**src/rtl/uart_mem_loader_if.sv**
```systemverilog
// uart_mem_loader_if: req/gnt/rvalid write port between the UART boot loader
// (master) and the SRAM arbiter (slave).
//   req    master->slave  write request, held until gnt is sampled high
//   gnt    slave->master  request retired in the cycle it is high
//   rvalid slave->master  completes the outstanding write
//   we, be, addr, wdata   master->slave  write attributes, stable while req is high
interface uart_mem_loader_if;
    logic        req;
    logic        gnt;
    logic        rvalid;
    logic        we;
    logic [3:0]  be;
    logic [31:0] addr;
    logic [31:0] wdata;

    modport master (
        output req,
        output we,
        output be,
        output addr,
        output wdata,
        input  gnt,
        input  rvalid
    );

    modport slave (
        input  req,
        input  we,
        input  be,
        input  addr,
        input  wdata,
        output gnt,
        output rvalid
    );
endinterface

```
**src/rtl/uart_mem_loader.sv**
```systemverilog
// uart_mem_loader: 8N1 UART boot loader. Receives a frame
//   0xA5 | W (16-bit LE) | 4*W payload bytes | 8-bit sum of payload
// writes the payload word by word into SRAM and holds the core in reset until
// a complete frame with a matching checksum has been stored.
// Ports:
//   clk_sys, rst_sys_n  clock, asynchronous active-low reset
//   uart_rx_i           asynchronous serial input, idles high
//   mem                 write initiator port (req/gnt/rvalid)
//   core_rst_no         core reset, released after a good load
//   busy_o              frame in progress
//   done_o, err_o       sticky status, cleared by the next sync byte
// Div = ClkFreq / BaudRate must be at least 16.
module uart_mem_loader #(
    parameter int unsigned ClkFreq  = 25_000_000,
    parameter int unsigned BaudRate = 115200,
    parameter logic [31:0] MemStart = 32'h0000_0000,
    parameter int unsigned MemSize  = 64 * 1024
) (
    input  logic              clk_sys,
    input  logic              rst_sys_n,
    input  logic              uart_rx_i,
    uart_mem_loader_if.master mem,
    output logic              core_rst_no,
    output logic              busy_o,
    output logic              done_o,
    output logic              err_o
);

    localparam int unsigned Div  = ClkFreq / BaudRate;
    localparam int unsigned Half = Div / 2;
    localparam int unsigned CntW = $clog2(Div);
    localparam logic [CntW-1:0] DivM1  = CntW'(Div - 1);
    localparam logic [CntW-1:0] HalfM1 = CntW'(Half - 1);
    localparam logic [31:0]     MemSizeL = 32'(MemSize);

    typedef enum logic [1:0] {RxIdle, RxStart, RxData, RxStop} rx_st_e;
    typedef enum logic [2:0] {StSync, StLen0, StLen1, StData, StCsum, StWait} st_e;

    // RX front end
    logic            rx_s1_q, rx_s2_q, rx_prev_q;
    rx_st_e          rx_st_q, rx_st_d;
    logic [CntW-1:0] rx_cnt_q, rx_cnt_d;
    logic [2:0]      rx_bit_q, rx_bit_d;
    logic [7:0]      rx_sh_q, rx_sh_d;
    logic            rx_valid_q, rx_valid_d;
    logic            rx_ferr_q, rx_ferr_d;

    // Frame FSM
    st_e         st_q, st_d;
    logic [15:0] len_q, len_d;
    logic [15:0] wcnt_q, wcnt_d;
    logic [1:0]  bidx_q, bidx_d;
    logic [31:0] wbuf_q, wbuf_d;
    logic [7:0]  sum_q, sum_d;
    logic [7:0]  csum_q, csum_d;
    logic        done_q, done_d;
    logic        err_q, err_d;
    logic        core_rst_q, core_rst_d;

    // Write engine: one slot, at most one outstanding transaction
    logic        slot_q, slot_d;
    logic        req_q, req_d;
    logic        out_q, out_d;
    logic [31:0] addr_q, addr_d;
    logic [31:0] wdata_q, wdata_d;

    logic        wr_done, slot_free;
    logic        push;
    logic [31:0] push_word, push_addr;
    logic [15:0] wcnt_inc;
    logic        chk_go;
    logic [7:0]  chk_byte;

    // The write completes on rvalid, either in the grant cycle or later.
    assign wr_done   = (req_q && mem.gnt && mem.rvalid) || (out_q && mem.rvalid);
    // A slot freeing this cycle can accept a new word or let the checksum resolve.
    assign slot_free = !slot_q || wr_done;

    always_comb begin
        rx_st_d    = rx_st_q;
        rx_cnt_d   = rx_cnt_q;
        rx_bit_d   = rx_bit_q;
        rx_sh_d    = rx_sh_q;
        rx_valid_d = 1'b0;
        rx_ferr_d  = 1'b0;
        unique case (rx_st_q)
            RxIdle: begin
                if (rx_prev_q && !rx_s2_q) begin
                    rx_st_d  = RxStart;
                    rx_cnt_d = HalfM1;
                end
            end
            RxStart: begin
                if (rx_cnt_q == '0) begin
                    // Still low at mid start bit: genuine start, else a glitch.
                    if (!rx_s2_q) begin
                        rx_st_d  = RxData;
                        rx_cnt_d = DivM1;
                        rx_bit_d = 3'd0;
                    end else begin
                        rx_st_d = RxIdle;
                    end
                end else begin
                    rx_cnt_d = rx_cnt_q - CntW'(1);
                end
            end
            RxData: begin
                if (rx_cnt_q == '0) begin
                    rx_sh_d  = {rx_s2_q, rx_sh_q[7:1]};
                    rx_cnt_d = DivM1;
                    if (rx_bit_q == 3'd7) begin
                        rx_st_d = RxStop;
                    end else begin
                        rx_bit_d = rx_bit_q + 3'd1;
                    end
                end else begin
                    rx_cnt_d = rx_cnt_q - CntW'(1);
                end
            end
            RxStop: begin
                if (rx_cnt_q == '0) begin
                    rx_valid_d = rx_s2_q;
                    rx_ferr_d  = !rx_s2_q;
                    rx_st_d    = RxIdle;
                end else begin
                    rx_cnt_d = rx_cnt_q - CntW'(1);
                end
            end
            default: rx_st_d = RxIdle;
        endcase
    end

    assign push_word = {rx_sh_q, wbuf_q[31:8]};
    assign push_addr = MemStart + {14'd0, wcnt_q, 2'b00};
    assign wcnt_inc  = wcnt_q + 16'd1;

    always_comb begin
        st_d       = st_q;
        len_d      = len_q;
        wcnt_d     = wcnt_q;
        bidx_d     = bidx_q;
        wbuf_d     = wbuf_q;
        sum_d      = sum_q;
        csum_d     = csum_q;
        done_d     = done_q;
        err_d      = err_q;
        core_rst_d = core_rst_q;
        push       = 1'b0;
        chk_go     = 1'b0;
        chk_byte   = rx_sh_q;
        if (rx_ferr_q) begin
            err_d = 1'b1;
            st_d  = StSync;
        end else begin
            unique case (st_q)
                StSync: begin
                    if (rx_valid_q && rx_sh_q == 8'hA5) begin
                        st_d       = StLen0;
                        core_rst_d = 1'b0;
                        done_d     = 1'b0;
                        err_d      = 1'b0;
                        sum_d      = 8'd0;
                    end
                end
                StLen0: begin
                    if (rx_valid_q) begin
                        len_d[7:0] = rx_sh_q;
                        st_d       = StLen1;
                    end
                end
                StLen1: begin
                    if (rx_valid_q) begin
                        len_d[15:8] = rx_sh_q;
                        wcnt_d      = 16'd0;
                        bidx_d      = 2'd0;
                        sum_d       = 8'd0;
                        if ({14'd0, rx_sh_q, len_q[7:0], 2'b00} > MemSizeL) begin
                            err_d = 1'b1;
                            st_d  = StSync;
                        end else if ({rx_sh_q, len_q[7:0]} == 16'd0) begin
                            st_d = StCsum;
                        end else begin
                            st_d = StData;
                        end
                    end
                end
                StData: begin
                    if (rx_valid_q) begin
                        sum_d  = sum_q + rx_sh_q;
                        wbuf_d = push_word;
                        bidx_d = bidx_q + 2'd1;
                        if (bidx_q == 2'd3) begin
                            if (!slot_free) begin
                                // Overflow: the new word is dropped.
                                err_d = 1'b1;
                                st_d  = StSync;
                            end else begin
                                push   = 1'b1;
                                wcnt_d = wcnt_inc;
                                if (wcnt_inc == len_q) begin
                                    st_d = StCsum;
                                end
                            end
                        end
                    end
                end
                StCsum: begin
                    if (rx_valid_q) begin
                        if (slot_free) begin
                            chk_go = 1'b1;
                        end else begin
                            csum_d = rx_sh_q;
                            st_d   = StWait;
                        end
                    end
                end
                StWait: begin
                    if (slot_free) begin
                        chk_go   = 1'b1;
                        chk_byte = csum_q;
                    end
                end
                default: st_d = StSync;
            endcase
        end
        if (chk_go) begin
            st_d = StSync;
            if (chk_byte == sum_q) begin
                done_d     = 1'b1;
                core_rst_d = 1'b1;
            end else begin
                err_d = 1'b1;
            end
        end
    end

    always_comb begin
        slot_d  = slot_q;
        req_d   = req_q;
        out_d   = out_q;
        addr_d  = addr_q;
        wdata_d = wdata_q;
        if (req_q && mem.gnt) begin
            req_d = 1'b0;
            out_d = !mem.rvalid;
        end
        if (out_q && mem.rvalid) begin
            out_d = 1'b0;
        end
        if (wr_done) begin
            slot_d = 1'b0;
        end
        if (push) begin
            slot_d  = 1'b1;
            req_d   = 1'b1;
            addr_d  = push_addr;
            wdata_d = push_word;
        end
    end

    always_ff @(posedge clk_sys or negedge rst_sys_n) begin
        if (!rst_sys_n) begin
            rx_s1_q    <= 1'b1;
            rx_s2_q    <= 1'b1;
            rx_prev_q  <= 1'b1;
            rx_st_q    <= RxIdle;
            rx_cnt_q   <= '0;
            rx_bit_q   <= 3'd0;
            rx_sh_q    <= 8'd0;
            rx_valid_q <= 1'b0;
            rx_ferr_q  <= 1'b0;
            st_q       <= StSync;
            len_q      <= 16'd0;
            wcnt_q     <= 16'd0;
            bidx_q     <= 2'd0;
            wbuf_q     <= 32'd0;
            sum_q      <= 8'd0;
            csum_q     <= 8'd0;
            done_q     <= 1'b0;
            err_q      <= 1'b0;
            core_rst_q <= 1'b0;
            slot_q     <= 1'b0;
            req_q      <= 1'b0;
            out_q      <= 1'b0;
            addr_q     <= 32'd0;
            wdata_q    <= 32'd0;
        end else begin
            rx_s1_q    <= uart_rx_i;
            rx_s2_q    <= rx_s1_q;
            rx_prev_q  <= rx_s2_q;
            rx_st_q    <= rx_st_d;
            rx_cnt_q   <= rx_cnt_d;
            rx_bit_q   <= rx_bit_d;
            rx_sh_q    <= rx_sh_d;
            rx_valid_q <= rx_valid_d;
            rx_ferr_q  <= rx_ferr_d;
            st_q       <= st_d;
            len_q      <= len_d;
            wcnt_q     <= wcnt_d;
            bidx_q     <= bidx_d;
            wbuf_q     <= wbuf_d;
            sum_q      <= sum_d;
            csum_q     <= csum_d;
            done_q     <= done_d;
            err_q      <= err_d;
            core_rst_q <= core_rst_d;
            slot_q     <= slot_d;
            req_q      <= req_d;
            out_q      <= out_d;
            addr_q     <= addr_d;
            wdata_q    <= wdata_d;
        end
    end

    assign mem.req     = req_q;
    assign mem.we      = req_q;
    assign mem.be      = {4{req_q}};
    assign mem.addr    = addr_q;
    assign mem.wdata   = wdata_q;
    assign core_rst_no = core_rst_q;
    assign busy_o      = (st_q != StSync);
    assign done_o      = done_q;
    assign err_o       = err_q;

endmodule

```
**src/flat_wrapper.sv**
```systemverilog
// flat-port wrapper written by rule: the top's interface ports become plain ports
module uart_mem_loader_flat 
#(
    parameter int unsigned ClkFreq  = 25_000_000,
    parameter int unsigned BaudRate = 115200,
    parameter logic [31:0] MemStart = 32'h0000_0000,
    parameter int unsigned MemSize  = 64 * 1024
)
  (clk_sys, rst_sys_n, uart_rx_i, core_rst_no, busy_o, done_o, err_o, mem_req, mem_we, mem_be, mem_addr, mem_wdata, mem_gnt, mem_rvalid);
  uart_mem_loader_if mem_i ();
  input  logic clk_sys;
  input  logic rst_sys_n;
  input  logic uart_rx_i;
  output logic core_rst_no;
  output logic busy_o;
  output logic done_o;
  output logic err_o;
  output wire logic [$bits(mem_i.req)-1:0] mem_req;
  output wire logic [$bits(mem_i.we)-1:0] mem_we;
  output wire logic [$bits(mem_i.be)-1:0] mem_be;
  output wire logic [$bits(mem_i.addr)-1:0] mem_addr;
  output wire logic [$bits(mem_i.wdata)-1:0] mem_wdata;
  input wire logic [$bits(mem_i.gnt)-1:0] mem_gnt;
  input wire logic [$bits(mem_i.rvalid)-1:0] mem_rvalid;
  assign mem_req = mem_i.req;
  assign mem_we = mem_i.we;
  assign mem_be = mem_i.be;
  assign mem_addr = mem_i.addr;
  assign mem_wdata = mem_i.wdata;
  assign mem_i.gnt = mem_gnt;
  assign mem_i.rvalid = mem_rvalid;
  uart_mem_loader #(.ClkFreq(ClkFreq), .BaudRate(BaudRate), .MemStart(MemStart), .MemSize(MemSize)) u_core (.clk_sys(clk_sys), .rst_sys_n(rst_sys_n), .uart_rx_i(uart_rx_i), .mem(mem_i), .core_rst_no(core_rst_no), .busy_o(busy_o), .done_o(done_o), .err_o(err_o));
endmodule
```
**config.mk**
```make
export PLATFORM = sky130hd
export DESIGN_NAME = uart_mem_loader_flat
export DESIGN_NICKNAME = d
export VERILOG_FILES = /design/src/rtl/uart_mem_loader_if.sv /design/src/rtl/uart_mem_loader.sv /design/src/flat_wrapper.sv
export SDC_FILE = /design/constraint.sdc
export NUM_CORES = 1
export LEC_CHECK = 0
export CAP_MARGIN = 20
export CORE_UTILIZATION = 25
export DETAILED_ROUTE_END_ITERATION = 8
export PLACE_DENSITY = 0.44
export SKIP_LAST_GASP = 1
export SLEW_MARGIN = 5
export SYNTH_ARGS = -nofsm -noshare
export SYNTH_HDL_FRONTEND = slang
export SYNTH_SLANG_ARGS = --single-unit
```
**constraint.sdc**
```tcl
create_clock -name clk_sys -period 2.75 [get_ports clk_sys]
set_input_delay 0.55 -clock clk_sys [delete_from_list [all_inputs] [get_ports clk_sys]]
set_output_delay 0.55 -clock clk_sys [all_outputs]
set_load 0.02 [all_outputs]
```
==> out/results.ini <==
[clock_tree]
cts_tree = done
clockBufferDepth = 2
clk_pin_slew_ps = 70
htree_levels = 4
cts_made_buffers = 17
clkLatencyLatePin_ps = 440
cts_sinks = 157
clockRootBuffer = clkbuf_16

[yosys]
synth_warnings = 0
yosysSeqAreaShare_pct = 50.3
synth.distinct_cells = 70
synth-async-reset-ratio_pct = 100
synth_edf_count = 0
ys_ff_latch = 157
synth.avg_cell_area_um2 = 9.39
syn-cell-area_mm2 = 0.00782
synthesis.instances = 833
synthFlopType = dfrtp_1

[sta]
tightest_slew_ps = 599
whs_ps = 94.7
hold_viol_final = 0
maxSlewHeadroom_pct = 60.0
final_max_slew_viol_count = 0
rsz0062_at_grt = false
skew_ps = 13.7
setup-tns-final_ps = 0
setup_viol = 0
worst_slack_ps = 223
fin_crit_ps = 2530
timing.fmax_mhz = 396
fin_crit_sh_pct = 91.9

[detailed_routing]
post_drt_wl_per_cell_um = 14.7
routed_wl_mm = 19.4
drt_pass1_iterations = 4
drtIter0Drc = 296
final_antenna_net_count = 0
drc = 0
vias_per_cell = 4.52
vias = 5932

[cells_and_area]
antenna_cells = 0
most-common-layout-cells = nand2_1, dfrtp_1, clkdlybuf4s50_1
final_common_cell = nand2_1
final_area_mm2 = 0.00956
drive_gt1_share_pct = 13.0
syn_to_final_growth_pct = 22.2
layout.nets = 927

[global_routing]
grt-ovfl-total = 0
antenna_found_initial = 0
grt_max_degree = 60
grt_pass1_wl_mm = 32.6
grt_pass1_vias = 5869
grt_usage_pct = 13.2

[setup_path]
critPathLaunchType = flop
critPathArrivalTime_ps = 1980
critical_path_required_ps = 2200
worstSetupPathType = reg -> out
critPathMaxFanout = 13
crit_path_end_kind = output port

[power_and_ir_drop]
p_sw_share_pct = 31.6
p_per_area_mw_per_mm2 = 646
p_leak_uw = 0.00463
p_clk_share_pct = 38.4
finalPower_uw = 6180
p_switching_uw = 1950
internal_power_uw = 4220
seq_power_share_pct = 41.3
power_frac_comb_pct = 20.3
ir_worst_vdd_mv = 0.537

[die]
dieArea_mm2 = 0.0320
core-area_mm2 = 0.0307
die_y_um = 179
num_rows = 64
ios = 79
initial_core_util_pct = 25.5
die_x_um = 179

[placement]
gp_congestion = 0.781
place_worst_setup_slack_ps = -12.9
hpwl_mm = 13.2
port_buffers = 62
placed_cell_area_mm2 = 0.00898

[run_status]
status = finished clean

[job]
maxCapViolCount = 0

[hold_path]
worstHoldPathType = in -> async

==> power by group through the flow <==
stage | clock network (uW) | registers [uW] | logic, uW
2_1_floorplan | 0 | 2540 | 929
3_3_place_gp | 0 | 2590 | 1260
3_5_place_dp | 0 | 2590 | 1260
4_1_cts | 2450 | 2550 | 1270
5_1_grt | 2550 | 2570 | 1410
6_report | 2370 | 2550 | 1260
==> critical path, cell delays in order (launching register included) <==
cell	delay, ps
dfrtp_1	520
nor2_1	360
nand2_1	130
clkdlybuf4s50_1	550
==> sequential cells by signal (all words and copies together), names as in the netlist, 2 cells and up, named ones only <==
signal,flops
u_core.len_q,16
u_core.bidx_q,2
u_core.mem.addr,16
u_core.wbuf_q,24
u_core.st_q,3
u_core.rx_cnt_q,8
u_core.wcnt_q,16
u_core.mem.wdata,32
u_core.sum_q,8
u_core.csum_q,8
u_core.rx_sh_q,8
u_core.rx_bit_q,3
==> through the flow <==
stage	std cells	util [%]
5_1_grt	1313	31.2
3_3_place_gp	1281	29.3
2_1_floorplan	848	-
3_5_place_dp	1281	29.3
4_1_cts	1313	31.2
6_report	1313	31.2
==> cell families after synthesis <==
logic type | synth area share (%)
DFF | 50.3
muxes | 5.23
adders and majority gates | 2.98
xor gates and xnor gates | 3.81
buffers and inverters | 5.57
other | 0.0480
and+or+nand+nor | 20.4
AOI/OAI and AO/OA | 11.7
==> path summary, 6_finish.rpt <==
kind | from | end | slack, ps | cells after the start
min in group clk_sys | u_core.rx_s1_q$_DFF_PN1_ | u_core.rx_s2_q$_DFF_PN1_ | 360 | 0
hold reg to reg | u_core.rx_s1_q$_DFF_PN1_ | u_core.rx_s2_q$_DFF_PN1_ | 360 | 0
setup reg to reg | u_core.sum_q[1]$_DFFE_PN0P_ | u_core.sum_q[7]$_DFFE_PN0P_ | 360 | 8
max in group asynchronous | rst_sys_n | u_core.rx_s1_q$_DFF_PN1_ | 1910 | 2
hold / removal | rst_sys_n | u_core.mem.addr[5]$_DFFE_PN0P_ | 90 | 1
setup / recovery | u_core.st_q[1]$_DFFE_PN0P_ | busy_o | 220 | 3
==> cell type report <==
type | count | area (um^2)
clock inverter | 14 | 150
tap | 396 | 495
sequential | 157 | 3930
clock buffer | 18 | 429
fill | 3235 | 21100
timing repair buffer | 100 | 957
multi-input combinational | 606 | 3510
inverter | 22 | 82.6
==> Yosys cell counts, drive strengths merged (4+ instances only) <==
library cell,n,area share [%]
or2,4,0.32
nand3,21,1.6
a31oi,7,0.56
mux2,28,4.1
nand2b,4,0.35
a21o,11,1.1
ha,17,2.7
buf,38,3.3
nor3,5,0.32
mux2i,9,1.2
o21ai,51,3.3
or3,5,0.40
dfrtp,154,49
o31ai,9,0.86
clkbuf,25,1.2
a21oi,17,1.1
xor2,14,1.6
xnor2,20,2.2
and3,9,0.74
nand2,255,12
nor2,33,1.6
inv,22,1.1
a22o,7,0.78
nand4,6,0.56
nor4,10,0.88
==> metal layers <==
| layer | up-vias | GRT usage (%) | share of wire (%) |
|---|---|---|---|
| li1 | 2939 | - | - |
| met1 | 2890 | 18.0 | 49 |
| met2 | 87 | 21.0 | 46 |
| met3 | 16 | 2.35 | 3.2 |
| met4 | 0 | 4.13 | 1.1 |
| met5 | - | 0 | 0 |
==> timing repair <==
| item | CTS | global route |
|---|---|---|
| hold buffers | 0 | 0 |
| endpoints found under the setup margin | 0 | 1 |
| endpoints found under the hold margin | 0 | 0 |
| gates resized for setup | 0 | 1 |
| setup buffers | 0 | 0 |
(Power assumes the default switching activity.)
